### src/rtl/spatz_strbreq_pkg.sv
`default_nettype none
// ============================================================================
// Module   : spatz_strbreq_pkg
// Brief    : Shared constants, the port-count legality check and the default
//            request/response types for the strobe-request merge unit.
// Revision : 1.0 - initial release
// ============================================================================
package spatz_strbreq_pkg;

  // Bits per strobe lane.
  localparam int unsigned ByteWidth = 8;

  // Merge fabric supports power-of-two port counts from 2 to 8.
  function automatic logic num_ports_legal(input int unsigned n);
    return (n == 2) || (n == 4) || (n == 8);
  endfunction

  // Default types used when the instantiating design supplies none.
  typedef logic [3:0] default_req_id_t;

  typedef struct packed {
    default_req_id_t req_id;
    logic [3:0]      tag;
  } default_user_t;

  typedef struct packed {
    logic [31:0]   addr;
    logic          write;
    logic [31:0]   data;
    logic [3:0]    strb;
    default_user_t user;
  } default_req_chan_t;

  typedef struct packed {
    logic              q_valid;
    default_req_chan_t q;
  } default_mem_req_t;

  typedef struct packed {
    logic [31:0]   data;
    logic          write;
    default_user_t user;
  } default_rsp_chan_t;

  typedef struct packed {
    logic              q_ready;
    logic              p_valid;
    default_rsp_chan_t p;
  } default_mem_rsp_t;

endpackage
`default_nettype wire

### src/rtl/spatz_strbreq_merge_lut.sv
`default_nettype none
// ============================================================================
// Module   : spatz_strbreq_merge_lut
// Brief    : Per-leader-port table indexed by req_id. Each entry remembers
//            which ports were folded into a merged write and their users, so
//            the single response can be fanned back out.
// Revision : 1.0 - initial release
// ============================================================================
module spatz_strbreq_merge_lut #(
  parameter int unsigned NumPorts          = 4,
  parameter int unsigned NumOutstandingMem = 16,
  parameter type         req_id_t          = logic [3:0],
  parameter type         tcdm_user_t       = logic [7:0]
) (
  input  logic                      clk_i,
  input  logic                      rst_i,
  input  logic                      set_i,
  input  req_id_t                   set_idx_i,
  input  logic       [NumPorts-1:0] set_mask_i,
  input  tcdm_user_t [NumPorts-1:0] set_user_i,
  input  logic                      clr_i,
  input  req_id_t                   clr_idx_i,
  input  req_id_t                   chk_idx_i,
  output logic                      chk_valid_o,
  input  req_id_t                   rsp_idx_i,
  output logic                      rsp_valid_o,
  output logic       [NumPorts-1:0] rsp_mask_o,
  output tcdm_user_t [NumPorts-1:0] rsp_user_o
);

  // Entry layout depends on the user type and port count, so it lives here.
  typedef struct packed {
    logic                      valid;
    logic       [NumPorts-1:0] mask;
    tcdm_user_t [NumPorts-1:0] user;
  } lut_entry_t;

  lut_entry_t lut_q [NumOutstandingMem];

  // Entry update: clear first, then set, so a same-entry set wins.
  always_ff @(posedge clk_i or posedge rst_i) begin
    if (rst_i) begin
      for (int e = 0; e < int'(NumOutstandingMem); e++) begin
        lut_q[e] <= '0;
      end
    end else begin
      if (clr_i) begin
        lut_q[clr_idx_i].valid <= 1'b0;
      end
      if (set_i) begin
        lut_q[set_idx_i] <= '{valid: 1'b1, mask: set_mask_i, user: set_user_i};
      end
    end
  end

  // Two combinational read ports: request-side busy check, response-side lookup.
  always_comb begin
    chk_valid_o = lut_q[chk_idx_i].valid;
    rsp_valid_o = lut_q[rsp_idx_i].valid;
    rsp_mask_o  = lut_q[rsp_idx_i].mask;
    rsp_user_o  = lut_q[rsp_idx_i].user;
  end

endmodule
`default_nettype wire

### src/rtl/spatz_strbreq_merge_nport.sv
`default_nettype none
// ============================================================================
// Module   : spatz_strbreq_merge_nport
// Brief    : Folds same-address writes issued in one cycle on several ports
//            into one strobe-merged request on the lowest port, and fans the
//            single write response back out to every folded port.
// Revision : 1.0 - initial release
// ============================================================================
module spatz_strbreq_merge_nport
  import spatz_strbreq_pkg::*;
#(
  parameter int unsigned NumPorts          = 4,
  parameter int unsigned DataWidth         = 32,
  parameter int unsigned NumOutstandingMem = 16,
  parameter type         mem_req_t         = default_mem_req_t,
  parameter type         mem_rsp_t         = default_mem_rsp_t,
  parameter type         req_id_t          = default_req_id_t,
  parameter type         tcdm_user_t       = default_user_t
) (
  input  logic                                                clk_i,
  input  logic                                                rst_i,
  input  logic                                                merge_en_i,
  input  mem_req_t                                            unmerge_req_i [NumPorts],
  input  logic [NumPorts-1:0]                                 unmerge_pready_i,
  input  mem_rsp_t                                            merge_rsp_i [NumPorts],
  output mem_req_t                                            merge_req_o [NumPorts],
  output logic [NumPorts-1:0]                                 merge_pready_o,
  output mem_rsp_t                                            unmerge_rsp_o [NumPorts],
  output logic [$clog2(NumPorts*NumOutstandingMem+1)-1:0]     lut_occupancy_o
);

  localparam int unsigned NumBytes = DataWidth / ByteWidth;
  localparam int unsigned IdxW     = $clog2(NumPorts);
  localparam int unsigned OccWidth = $clog2(NumPorts*NumOutstandingMem+1);
  localparam logic [OccWidth:0] OccMax = (OccWidth+1)'(NumPorts*NumOutstandingMem);

  if (!num_ports_legal(NumPorts)) begin : g_bad_num_ports
    $error("spatz_strbreq_merge_nport: NumPorts must be a power of two in 2..8");
  end

  // Request-side grouping.
  logic [NumPorts-1:0] is_wr;
  logic [NumPorts-1:0] is_follower;
  logic [IdxW-1:0]     lead_idx [NumPorts];
  logic [NumPorts-1:0] fmask    [NumPorts];

  // LUT interface.
  logic [NumPorts-1:0]                  lut_busy;
  logic [NumPorts-1:0]                  lut_set;
  logic [NumPorts-1:0]                  lut_clr;
  logic [NumPorts-1:0]                  rsp_hit;
  logic [NumPorts-1:0]                  rsp_mask [NumPorts];
  tcdm_user_t [NumPorts-1:0]            rsp_user [NumPorts];
  tcdm_user_t [NumPorts-1:0]            req_users;
  req_id_t                              req_idx  [NumPorts];
  req_id_t                              rsp_idx  [NumPorts];

  // Response-side arbitration.
  logic [NumPorts-1:0] rsp_merged;
  logic [NumPorts-1:0] fanout;
  logic [NumPorts-1:0] claimed;
  logic [NumPorts-1:0] group;

  // Occupancy bookkeeping.
  logic [OccWidth-1:0] occupancy_q;
  logic [OccWidth-1:0] occupancy_d;
  logic [OccWidth:0]   n_set;
  logic [OccWidth:0]   n_clr;
  logic [OccWidth:0]   occ_sum;
  logic [OccWidth:0]   occ_net;

  // Gather the per-port req_ids and users the LUTs index and store.
  always_comb begin
    req_users = '0;
    for (int p = 0; p < NumPorts; p++) begin
      req_idx[p]   = req_id_t'(unmerge_req_i[p].q.user.req_id);
      rsp_idx[p]   = req_id_t'(merge_rsp_i[p].p.user.req_id);
      req_users[p] = tcdm_user_t'(unmerge_req_i[p].q.user);
    end
  end

  for (genvar p = 0; p < NumPorts; p++) begin : g_lut
    spatz_strbreq_merge_lut #(
      .NumPorts          (NumPorts),
      .NumOutstandingMem (NumOutstandingMem),
      .req_id_t          (req_id_t),
      .tcdm_user_t       (tcdm_user_t)
    ) i_lut (
      .clk_i       (clk_i),
      .rst_i       (rst_i),
      .set_i       (lut_set[p]),
      .set_idx_i   (req_idx[p]),
      .set_mask_i  (fmask[p]),
      .set_user_i  (req_users),
      .clr_i       (lut_clr[p]),
      .clr_idx_i   (rsp_idx[p]),
      .chk_idx_i   (req_idx[p]),
      .chk_valid_o (lut_busy[p]),
      .rsp_idx_i   (rsp_idx[p]),
      .rsp_valid_o (rsp_hit[p]),
      .rsp_mask_o  (rsp_mask[p]),
      .rsp_user_o  (rsp_user[p])
    );
  end

  // Assign each write to the lowest eligible same-address leader; scanning
  // j downwards lets the lowest candidate overwrite higher ones.
  always_comb begin
    is_follower = '0;
    for (int p = 0; p < NumPorts; p++) begin
      is_wr[p]    = unmerge_req_i[p].q_valid & unmerge_req_i[p].q.write;
      lead_idx[p] = '0;
      fmask[p]    = '0;
    end
    for (int i = 1; i < NumPorts; i++) begin
      for (int j = i - 1; j >= 0; j--) begin
        if (merge_en_i && is_wr[i] && is_wr[j] && !is_follower[j] && !lut_busy[j] &&
            (unmerge_req_i[i].q.addr == unmerge_req_i[j].q.addr)) begin
          is_follower[i] = 1'b1;
          lead_idx[i]    = IdxW'(j);
        end
      end
    end
    for (int i = 0; i < NumPorts; i++) begin
      if (is_follower[i]) begin
        fmask[lead_idx[i]][i] = 1'b1;
      end
    end
  end

  // Build merged leader requests and squash followers. Members are scanned
  // in ascending order, so the highest strobing member owns each byte.
  always_comb begin
    lut_set = '0;
    for (int p = 0; p < NumPorts; p++) begin
      merge_req_o[p] = unmerge_req_i[p];
      if (is_follower[p]) begin
        merge_req_o[p].q_valid = 1'b0;
      end
    end
    for (int j = 0; j < NumPorts; j++) begin
      if (|fmask[j]) begin
        for (int m = j + 1; m < NumPorts; m++) begin
          if (fmask[j][m]) begin
            merge_req_o[j].q.strb = merge_req_o[j].q.strb | unmerge_req_i[m].q.strb;
            for (int b = 0; b < int'(NumBytes); b++) begin
              if (unmerge_req_i[m].q.strb[b]) begin
                merge_req_o[j].q.data[b*ByteWidth +: ByteWidth] =
                  unmerge_req_i[m].q.data[b*ByteWidth +: ByteWidth];
              end
            end
          end
        end
        lut_set[j] = unmerge_req_i[j].q_valid & merge_rsp_i[j].q_ready;
      end
    end
  end

  // Response routing: arbitrate merged responses, stall incomplete groups,
  // then overlay the fan-out copies last so they are never overwritten.
  always_comb begin
    claimed    = '0;
    group      = '0;
    rsp_merged = '0;
    fanout     = '0;
    merge_pready_o = unmerge_pready_i;
    for (int p = 0; p < NumPorts; p++) begin
      unmerge_rsp_o[p] = merge_rsp_i[p];
    end
    // Followers see the leader's request acceptance.
    for (int i = 0; i < NumPorts; i++) begin
      if (is_follower[i]) begin
        unmerge_rsp_o[i].q_ready = merge_rsp_i[lead_idx[i]].q_ready;
      end
    end
    // Lowest-index leader wins any port shared between two groups.
    for (int j = 0; j < NumPorts; j++) begin
      group    = rsp_mask[j];
      group[j] = 1'b1;
      rsp_merged[j] = merge_rsp_i[j].p_valid & merge_rsp_i[j].p.write & rsp_hit[j];
      if (rsp_merged[j] && ((group & claimed) == '0)) begin
        claimed   = claimed | group;
        fanout[j] = &(unmerge_pready_i | ~group);
      end
    end
    lut_clr = fanout;
    // A merged response only completes together with its whole group.
    for (int j = 0; j < NumPorts; j++) begin
      if (rsp_merged[j]) begin
        merge_pready_o[j]         = fanout[j];
        unmerge_rsp_o[j].p_valid  = fanout[j];
      end
    end
    // Replicate the response to each follower with its stored user.
    for (int j = 0; j < NumPorts; j++) begin
      if (fanout[j]) begin
        for (int f = 0; f < NumPorts; f++) begin
          if (rsp_mask[j][f]) begin
            merge_pready_o[f]          = 1'b0;
            unmerge_rsp_o[f].p_valid   = 1'b1;
            unmerge_rsp_o[f].p         = merge_rsp_i[j].p;
            unmerge_rsp_o[f].p.user    = rsp_user[j][f];
          end
        end
      end
    end
  end

  // Net the cycle's sets and clears, saturating at both ends.
  always_comb begin
    n_set = '0;
    n_clr = '0;
    for (int p = 0; p < NumPorts; p++) begin
      n_set = n_set + {{OccWidth{1'b0}}, lut_set[p]};
      n_clr = n_clr + {{OccWidth{1'b0}}, lut_clr[p]};
    end
    occ_sum = {1'b0, occupancy_q} + n_set;
    occ_net = occ_sum - n_clr;
    if (occ_sum < n_clr) begin
      occupancy_d = '0;
    end else if (occ_net > OccMax) begin
      occupancy_d = OccMax[OccWidth-1:0];
    end else begin
      occupancy_d = occ_net[OccWidth-1:0];
    end
  end

  // Occupancy register.
  always_ff @(posedge clk_i or posedge rst_i) begin
    if (rst_i) begin
      occupancy_q <= '0;
    end else begin
      occupancy_q <= occupancy_d;
    end
  end

  assign lut_occupancy_o = occupancy_q;

endmodule
`default_nettype wire
### config.mk
export PLATFORM = sky130hd
export DESIGN_NAME = spatz_strbreq_merge_nport
export DESIGN_NICKNAME = d
export VERILOG_FILES = /design/src/rtl/spatz_strbreq_pkg.sv /design/src/rtl/spatz_strbreq_merge_lut.sv /design/src/rtl/spatz_strbreq_merge_nport.sv
export SDC_FILE = /design/constraint.sdc
export NUM_CORES = 2
export LEC_CHECK = 0
export ABC_CLOCK_PERIOD_IN_PS = 41600
export CAP_MARGIN = 20
export CELL_PAD_IN_SITES_DETAIL_PLACEMENT = 0
export CELL_PAD_IN_SITES_GLOBAL_PLACEMENT = 1
export CORE_MARGIN = 1
export CORE_UTILIZATION = 40
export CTS_BUF_LIST = sky130_fd_sc_hd__clkbuf_4 sky130_fd_sc_hd__clkbuf_8
export DETAILED_ROUTE_END_ITERATION = 7
export DONT_BUFFER_PORTS = 1
export GPL_ROUTABILITY_DRIVEN = 0
export HOLD_SLACK_MARGIN = 0.15
export PLACE_DENSITY_LB_ADDON = 0.2
export RECOVER_POWER = 25
export SLEW_MARGIN = 10
export SYNTH_ARGS = -nofsm -noshare
export SYNTH_HDL_FRONTEND = slang
export SYNTH_SLANG_ARGS = --single-unit
### constraint.sdc
create_clock -name clk_i -period 41.6 [get_ports clk_i]
set_input_delay 6.24 -clock clk_i [delete_from_list [all_inputs] [get_ports clk_i]]
set_output_delay 6.24 -clock clk_i [all_outputs]
set_load 0.01 [all_outputs]
==> results.toml <==
[status]
outcome = "finished, violations left"
violations = "capacitance limit, slew limit"

[route]
drtPass1Iterations = 5
wl_met3_mm = 42.54
avgRoutedWirePerCell_um = 46.93
vias_per_cell = 6.549
route.met2.wl_mm = 116.9
wl_met1_mm = 107.7
ant_nets = 0
routed_wl_mm = 284.8
drt_iter0_drc = 4379
num_vias = 39750
drc = 0
top_layer = "met5"

[cells_and_area]
final_cell_mix = "dfrtp_1 (1,079), mux2_2 (825), mux4_2 (340)"
drive_gt1_share_pct = 39.65
mostFrequentLayoutCell = "dfrtp_1"
stdcell_count = 6069
syn_to_final_growth_pct = 6.098
nets = 4439

[power]
p_leak_uw = 0.02823
peakVddDrop_uv = 30.45
power_density_mw_per_mm2 = 36.34

[critical_path]
worstPathArrival_ps = 21760
worst-setup-path-type = "input pin to asynchronous set/reset pin"
path_cells = "clkinvlp_2, clkbuf_1, clkbuf_1"
end_kind = "asynchronous set/reset pin"
cp-start-kind = "input pin"
crit_fanout = 165
required_ps = 40530
slowest_delay_ps = 6280
cp_slowest_cell = "clkbuf_1"
cp_common_cell = "clkbuf_1"

[synthesis]
syn_nets = 4907
synthTopCellsByArea = "dfrtp_1 (47%), mux2_2 (16%), mux4_2 (13%)"
yosys_warnings = 0
async_flop_share_pct = 100.0
ys_dominant_reg_cell = "dfrtp_1"
ys_types = 81
synth_seq_cells = 1079
syn_area_mm2 = 0.05753
avgSynthCellArea_um2 = 13.06
synth_edf_count = 0
synthDominantCellAreaShare_pct = 46.93
yosysSeqAreaShare_pct = 46.93
synthCells = 4405
yosys.area.top_type = "dfrtp_1"

[clock_tree]
htree_levels = 4
worstSkewPairLatency_ps = 920
cts_resized = 0
cts_buffers = 179
path_clk_slew_ps = 60
clock-sinks = 1079
cts_tree = "built"
post_cts_buffers = 0
max-clock-path-buffers = 3
ctsRootBufferMaster = "clkbuf_8"
cts_hold_buffers = 0

[global_route]
track_usage_pct = 38.82
antenna_found_initial = 164
grt-ovfl-total = 0
grt_max_degree = 166
grt_pass1_vias = 37830
grt_first_pass_wirelength_mm = 372.9

[timing]
max_freq_ghz = 0.04380
worstMarginPinSlew_ps = 8729
rsz0062_at_grt = "false"
finalSetupViolations = 0
finClkSkew_ps = 50.15
fin_worst_hold_slack_ps = 370.1
hold_viol = 0
tns_ps = 0
period_needed_ps = 22830
finalCritPeriodShare_pct = 54.89
relSlewSlack_pct = -482.0
final_max_slew_viol_count = 710

[floorplanning]
initial_core_util_pct = 40.49
die_height_um = 381.2
core_area_mm2 = 0.1421
die_area_mm2 = 0.1453
die_w_um = 381.2
io_pins = 986
num_rows = 138

[placement]
dp.cells = 5644
port_buffers = 0
dp_hpwl_mm = 215.6

[hold_path]
hold_path.class = "register to register"

[flow_run]
drv_cap = 7
cell usage after synthesis (7+ instances only):
cell type	n
nand2_1	183
a22o_1	35
nor4_1	41
nand4_1	32
mux2i_1	109
a31oi_1	9
o41ai_1	21
nand3_2	13
o21ai_0	128
mux2_2	825
xor2_1	126
nand3b_1	12
xnor2_1	75
nor3b_1	7
a221oi_1	9
clkbuf_1	352
nor2_1	127
nor2b_1	20
mux4_2	340
buf_1	51
o21a_1	10
buf_2	58
a21oi_1	101
and3_1	8
nand2b_1	45
or2_2	13
a211o_1	8
a221o_1	32
nand3_1	35
mux2_1	77
inv_1	26
buf_4	245
dfrtp_1	1079
nor3_1	36
final timing paths:
check / start / end / slack (ps) / cells past startpoint
max: rst_i / g_lut[0].i_lut.lut_q[489]$_DFFE_PP0P_ / 18770 / 3
min reg2reg: g_lut[3].i_lut.lut_q[362]$_DFFE_PP0P_ / g_lut[3].i_lut.lut_q[362]$_DFFE_PP0P_ / 370 / 0
max reg2reg: g_lut[0].i_lut.lut_q[332]$_DFF_PP0_ / lut_occupancy_o[5]$_DFF_PP0_ / 34730 / 19
max in group clk_i: unmerge_req_i[238] / merge_req_o[98] / 24730 / 7
min: g_lut[3].i_lut.lut_q[362]$_DFFE_PP0P_ / g_lut[3].i_lut.lut_q[362]$_DFFE_PP0P_ / 370 / 0
min in group asynchronous: rst_i / g_lut[3].i_lut.lut_q[105]$_DFFE_PP0P_ / 6670 / 1
flip-flops by register name, indices dropped and copies added (netlist names):
register,cells
g_lut.i_lut.lut_q,1072
lut_occupancy_o,7
critical path, delay by kind of cell:
family   cells  cell delay [ps]
buf+inv      3            15070
per-layer routing:
metal | track usage [%] | vias to the layer above
li1 | - | 15060
met1 | 47.57 | 21110
met2 | 52.87 | 2673
met3 | 22.60 | 792
met4 | 21.35 | 110
met5 | 0.3638 | -
through the flow:
stage / utilization (%) / instance area, um^2 / worst slack, ps / total power (uW)
2_1_floorplan: - / 57530 / 4984 / 1219
6_report: 42.95 / 61040 / 18770 / 2218
3_3_place_gp: 40.01 / 56860 / 24850 / 1200
5_1_grt: 42.84 / 60870 / 15160 / 2287
4_1_cts: 42.78 / 60790 / 24780 / 2231
3_5_place_dp: 40.02 / 56860 / 24790 / 1201
cell families after synthesis:
logic type,count (synthesis),synth area share [%]
fa+ha+maj,11,0.3045
simple gates,628,5.681
flops,1079,46.93
compound gates,402,4.654
xor+xnor,201,3.060
buf+inv,732,6.500
mux,1351,32.86
other cells,1,0.006518
layout make-up:
cell class	instances	area, um^2
diodes	106	265.3
clock buffers	290	3628
clock inverters	27	300.3
fillers	13090	81060
inverters	26	98.84
multi-input cells	2594	26960
flip-flops and latches	1079	27000
well taps	1890	2365
repair buffers	57	421.7
power breakdown:
group | internal, uW | leakage (uW) | switching [uW] | total [uW]
logic | 49.2 | 0.0111 | 73.2 | 122
registers | 1050 | 0.0151 | 7.72 | 1060
clock network | 581 | 0.00208 | 455 | 1040
total | 1680 | 0.0282 | 536 | 2220
Note: power is estimated with default switching activity, not from simulation.
